## config.mk

```make
export PLATFORM = sky130hd
export DESIGN_NAME = step_pattern_sequencer_flat
export DESIGN_NICKNAME = d
export VERILOG_FILES = /design/src/rtl/step_pattern_sequencer_if.sv /design/src/rtl/step_pattern_sequencer.sv /design/src/flat_wrapper.sv
export SDC_FILE = /design/constraint.sdc
export NUM_CORES = 1
export LEC_CHECK = 0
export ABC_AREA = 0
export CORE_UTILIZATION = 59
export DETAILED_ROUTE_END_ITERATION = 16
export PLACE_DENSITY = 0.94
export RECOVER_POWER = 50
export SLEW_MARGIN = 20
export SYNTH_ARGS = -nofsm -noshare
export SYNTH_HDL_FRONTEND = slang
export SYNTH_SLANG_ARGS = --single-unit
```

## constraint.sdc

```tcl
create_clock -name clk -period 16.2 [get_ports clk]
set_input_delay 4.05 -clock clk [delete_from_list [all_inputs] [get_ports clk]]
set_output_delay 4.05 -clock clk [all_outputs]
set_load 0.1 [all_outputs]
```

## src/rtl/step_pattern_sequencer_if.sv

```systemverilog
// step_pattern_sequencer_if: edit, transport and display signals of the step sequencer (loop_len present only with SEQ_LOOP_LEN_EN)
interface step_pattern_sequencer_if #(
   parameter int TEMPO_W = 24
);
   logic               press_valid;
   logic [3:0]         press_index;
   logic               clear;
   logic               run;
   logic [TEMPO_W-1:0] period;
   logic [15:0]        pattern;
   logic [3:0]         step;
   logic               step_tick;
   logic               trig;
`ifdef SEQ_LOOP_LEN_EN
   logic [3:0]         loop_len;
   modport master (output press_valid, press_index, clear, run, period, loop_len,
                   input pattern, step, step_tick, trig);
   modport slave (input press_valid, press_index, clear, run, period, loop_len,
                  output pattern, step, step_tick, trig);
`else
   modport master (output press_valid, press_index, clear, run, period,
                   input pattern, step, step_tick, trig);
   modport slave (input press_valid, press_index, clear, run, period,
                  output pattern, step, step_tick, trig);
`endif
endinterface

```

## src/rtl/step_pattern_sequencer.sv

```systemverilog
// step_pattern_sequencer: 16-step toggle pattern with tempo-driven playhead and fixed-width trigger; SEQ_LOOP_LEN_EN adds a loop_len wrap point
module step_pattern_sequencer #(
   parameter int TEMPO_W  = 24,
   parameter int TRIG_LEN = 4
) (
   input logic clk,
   input logic rst,
   step_pattern_sequencer_if.slave bus
);
   typedef enum logic {STOPPED, RUNNING} state_t;
   state_t             state, state_nx;
   logic [TEMPO_W-1:0] tick_cnt, tick_nx, last;
   logic [3:0]         trig_cnt, trig_nx, step, step_nx, wrap;
   logic [15:0]        pattern;
   logic               step_tick, trig, enter;
   assign last = (bus.period < TEMPO_W'(2)) ? TEMPO_W'(1) : bus.period - TEMPO_W'(1);
`ifdef SEQ_LOOP_LEN_EN
   assign wrap = (step >= bus.loop_len) ? 4'd0 : step + 4'd1;
`else
   assign wrap = step + 4'd1;
`endif
   // transport decisions: start, stop, advance, and the trigger countdown for the entered step
   always_comb begin
      state_nx = state;
      enter    = 1'b0;
      step_nx  = step;
      tick_nx  = '0;
      if (state == STOPPED) begin
         state_nx = bus.run ? RUNNING : STOPPED;
         enter    = bus.run;
      end else if (!bus.run) begin
         state_nx = STOPPED;
      end else if (tick_cnt >= last) begin
         enter   = 1'b1;
         step_nx = wrap;
      end else begin
         tick_nx = tick_cnt + TEMPO_W'(1);
      end
      trig_nx = (enter && pattern[step_nx]) ? 4'(TRIG_LEN) : trig_cnt - {3'b0, trig_cnt != 4'd0};
   end
   // playhead, tick counter and trigger registers
   always_ff @(posedge clk) begin
      if (rst) begin
         state     <= STOPPED;
         tick_cnt  <= '0;
         step      <= 4'd0;
         step_tick <= 1'b0;
         trig_cnt  <= 4'd0;
         trig      <= 1'b0;
      end else begin
         state     <= state_nx;
         tick_cnt  <= tick_nx;
         step      <= step_nx;
         step_tick <= enter;
         trig_cnt  <= trig_nx;
         trig      <= trig_nx != 4'd0;
      end
   end
   // pattern edits; a clear drops any press in the same cycle
   always_ff @(posedge clk) begin
      if (rst || bus.clear) pattern <= 16'h0000;
      else if (bus.press_valid) pattern <= pattern ^ (16'h0001 << bus.press_index);
   end
   assign bus.pattern   = pattern;
   assign bus.step      = step;
   assign bus.step_tick = step_tick;
   assign bus.trig      = trig;
endmodule

```

## src/flat_wrapper.sv

```systemverilog
// flat-port wrapper written by rule: the top's interface ports become plain ports
module step_pattern_sequencer_flat 
#(
   parameter int TEMPO_W  = 24,
   parameter int TRIG_LEN = 4
)
  (clk, rst, bus_press_valid, bus_press_index, bus_clear, bus_run, bus_period, bus_pattern, bus_step, bus_step_tick, bus_trig);
  step_pattern_sequencer_if #(.TEMPO_W(TEMPO_W)) bus_i ();
  input logic clk;
  input logic rst;
  input wire logic [$bits(bus_i.press_valid)-1:0] bus_press_valid;
  input wire logic [$bits(bus_i.press_index)-1:0] bus_press_index;
  input wire logic [$bits(bus_i.clear)-1:0] bus_clear;
  input wire logic [$bits(bus_i.run)-1:0] bus_run;
  input wire logic [$bits(bus_i.period)-1:0] bus_period;
  output wire logic [$bits(bus_i.pattern)-1:0] bus_pattern;
  output wire logic [$bits(bus_i.step)-1:0] bus_step;
  output wire logic [$bits(bus_i.step_tick)-1:0] bus_step_tick;
  output wire logic [$bits(bus_i.trig)-1:0] bus_trig;
  assign bus_i.press_valid = bus_press_valid;
  assign bus_i.press_index = bus_press_index;
  assign bus_i.clear = bus_clear;
  assign bus_i.run = bus_run;
  assign bus_i.period = bus_period;
  assign bus_pattern = bus_i.pattern;
  assign bus_step = bus_i.step;
  assign bus_step_tick = bus_i.step_tick;
  assign bus_trig = bus_i.trig;
  step_pattern_sequencer #(.TEMPO_W(TEMPO_W), .TRIG_LEN(TRIG_LEN)) u_core (.clk(clk), .rst(rst), .bus(bus_i));
endmodule
```

==> results.json <==
{
  "status": "finished clean",
  "synthTopCellsByArea": "dfxtp_1 (28%), ha_1 (10%), xor2_1 (7.3%), nor2_1 (6.1%), nand2_1 (5.4%)",
  "synth_fp_nets": 518,
  "synth_top_area_share_pct": 28.2,
  "power_w": 0.000297,
  "clock_skew_ns": 0.00982,
  "met1_length_mm": 3.84,
  "post-dp-hpwl_mm": 6.56,
  "drt_first_pass_iters": 5,
  "die_area_um2": 6460,
  "wl_per_cell_um": 14.7,
  "crit_arrival_ns": 9.16,
  "antenna_found_initial": 0,
  "clk_latency_ns": 0.31,
  "wl_met2_mm": 4.09,
  "worst-path-max-fanout": 23,
  "synth_flop_cell": "dfxtp_1",
  "synth_edf_count": 0,
  "finalWirelength_mm": 8.56,
  "routed.top_layer": "met4",
  "start_util_pct": 61.2,
  "power_leakage_nw": 1.73,
  "die_h_um": 80.4,
  "clockRootBuffer": "clkbuf_8",
  "insertedDiodeCount": 0,
  "gp_congestion": 0.958,
  "ys_warn_count": 0,
  "start_kind": "primary input",
  "drtIter0Drc": 211,
  "routed-wl-met3_um": 416,
  "ant_nets": 0,
  "cts.sinks": 51,
  "area_growth_pct": 19.3,
  "end_kind": "flop",
  "ys_seq_elements": 51,
  "synth_most_common_cell": "nor2_1",
  "period_share_pct": 55.4,
  "hold_class": "reg -> reg",
  "crit_path_cell_trace": "clkdlybuf4s50_1, or4_1, nor3_1, and2_1, nand4_1, nand2_1, ha_1, a21o_1, a21o_2, a21oi_1, o2111ai_2, and4_1, or2_1, nor4_1, a32o_1, nor4_2",
  "cts.reportedPaths.clkPinSlew_ns": 0.09,
  "finalHoldViolCount": 0,
  "cts_resized": 0,
  "drv_cap": 0,
  "grt_pass1_wl_mm": 14.6,
  "netlist_top_cells_count": "nor2_1 (59), nand2_1 (52), dfxtp_1 (51), xor2_1 (30), ha_1 (29)",
  "port-buffer-count": 54,
  "max_freq_mhz": 111,
  "cts_tree": "done",
  "rsz0062_at_grt": "no",
  "setup_tns_ns": 0,
  "avgSynthCellArea_um2": 7.94,
  "die_w_um": 80.4,
  "netlist_instances": 456,
  "relSlewSlack_pct": 33.4,
  "postSynth.asyncResetShare_pct": 0,
  "cts_setup_buffers": 0,
  "ys_seq_area_share_pct": 28.2,
  "grt_pass1_vias": 3389,
  "grt.total_usage_pct": 28.5,
  "finalSetupViolations": 0,
  "min_period_ns": 8.97,
  "final_util_pct": 73.0,
  "htree_levels": 2,
  "slew_violations": 0,
  "hold_ws_ns": 0.491,
  "grt_overflow_total": 0,
  "cts_hold_buf": 0,
  "clk_path_buf_depth": 2,
  "drc": 0,
  "syn_area_um2": 3620,
  "grt_max_degree": 25,
  "vias_per_cell": 5.96,
  "core-area_um2": 5920,
  "yosysTopAreaCell": "dfxtp_1",
  "io-pin-count": 55,
  "drive_gt1_share_pct": 4.92,
  "tightest_slew_ns": 0.995,
  "required_ns": 16.38,
  "numCtsBuffers": 5,
  "max_stage_delay_ns": 0.62,
  "critPathKind": "in -> reg",
  "rows": 28,
  "vias": 3475,
  "p_per_area_nw_per_um2": 68.8,
  "slowest_stage": "nand4_1",
  "nNetsFinal": 569,
  "synthDistinctLibCells": 62,
  "irDropWorstVdd_v": 0.0000834
}
[metal layers]
| metal | GRT usage (%) | up-vias |
|---|---|---|
| li1 | - | 1735 |
| met1 | 34.4 | 1606 |
| met2 | 49.2 | 110 |
| met3 | 4.43 | 24 |
| met4 | 13.6 | 0 |
| met5 | 0 | - |
[cell families after synthesis]
family | count (synthesis) | share of synthesized area, %
xor+xnor | 52 | 12.6
buf+inv | 20 | 2.49
compound gates | 78 | 14.2
simple gates | 222 | 31.4
fa+ha+maj | 29 | 10.0
mux | 4 | 1.14
flops | 51 | 28.2
[state kept, by name (all words and copies together) (netlist names)]
signal / cells
u_core.bus.step: 4
u_core.bus.pattern: 16
u_core.state: 1
u_core.bus.step_tick: 1
u_core.trig_cnt: 4
u_core.bus.trig: 1
u_core.tick_cnt: 24
[cell usage in the layout, fill, tap and decap left out, drive strengths merged, types with 3 or more instances in the layout]
master,netlist,layout
nor4,14,14
a21oi,25,25
nand3b,4,4
clkbuf,7,6
nor3,17,17
or4,3,3
dlygate4sd3,0,20
nand2,53,53
nor2b,8,8
clkdlybuf4s50,0,34
a211o,3,3
dfxtp,51,51
or2,3,3
xnor2,22,22
a21o,3,3
nand4,7,7
mux2i,3,3
inv,10,10
or3,12,12
xor2,30,30
nand2b,6,6
nor2,60,60
o22ai,4,4
ha,29,29
and2,5,5
nand3,16,16
o21ai,21,21
and3,7,7
[stage by stage]
stage               worst slack [ns]  cell area (um^2)  std cells
floorplan                       8.11              3620        456
global placement                7.22              4200        575
detailed placement              6.93              4200        575
CTS                             7.25              4320        583
global route                    6.77              4320        583
finish                          7.23              4320        583
[worst max-delay path: cells and delay by family]
family / cells / cell delay [ns]
adders and majority gates: 1 / 0.29
buffers and inverters: 1 / 0.44
and+or+nand+nor: 9 / 3.12
AOI/OAI and AO/OA: 5 / 1.25
[final timing paths]
path                                                 endpoint                           from  slack (ns)  depth (start not counted)
worst max-delay path            u_core.trig_cnt[3]$_SDFF_PP0_                  bus_period[7]        7.23                         16
worst min-delay path            u_core.tick_cnt[0]$_SDFF_PP0_  u_core.tick_cnt[0]$_SDFF_PP0_        0.49                          1
worst max register to register  u_core.trig_cnt[3]$_SDFF_PP0_  u_core.tick_cnt[2]$_SDFF_PP0_       13.06                         10
worst min register to register  u_core.tick_cnt[0]$_SDFF_PP0_  u_core.tick_cnt[0]$_SDFF_PP0_        0.49                          1
[power by group]
part | switching [W] | internal, W
clock | 0.0000422 | 0.0000500
sequential | 0.00000425 | 0.000131
combinational | 0.0000391 | 0.0000311
total | 0.0000855 | 0.000212
[area by class of cell]
class / count / area [um^2]
clock buffer: 6 / 82.6
multi-input combinational: 385 / 2510
timing repair buffer: 54 / 541
fill: 457 / 1600
clock inverter: 2 / 35.0
inverter: 10 / 37.5
tap: 75 / 93.8
sequential: 51 / 1020
Note: power is estimated with default switching activity, not from simulation.
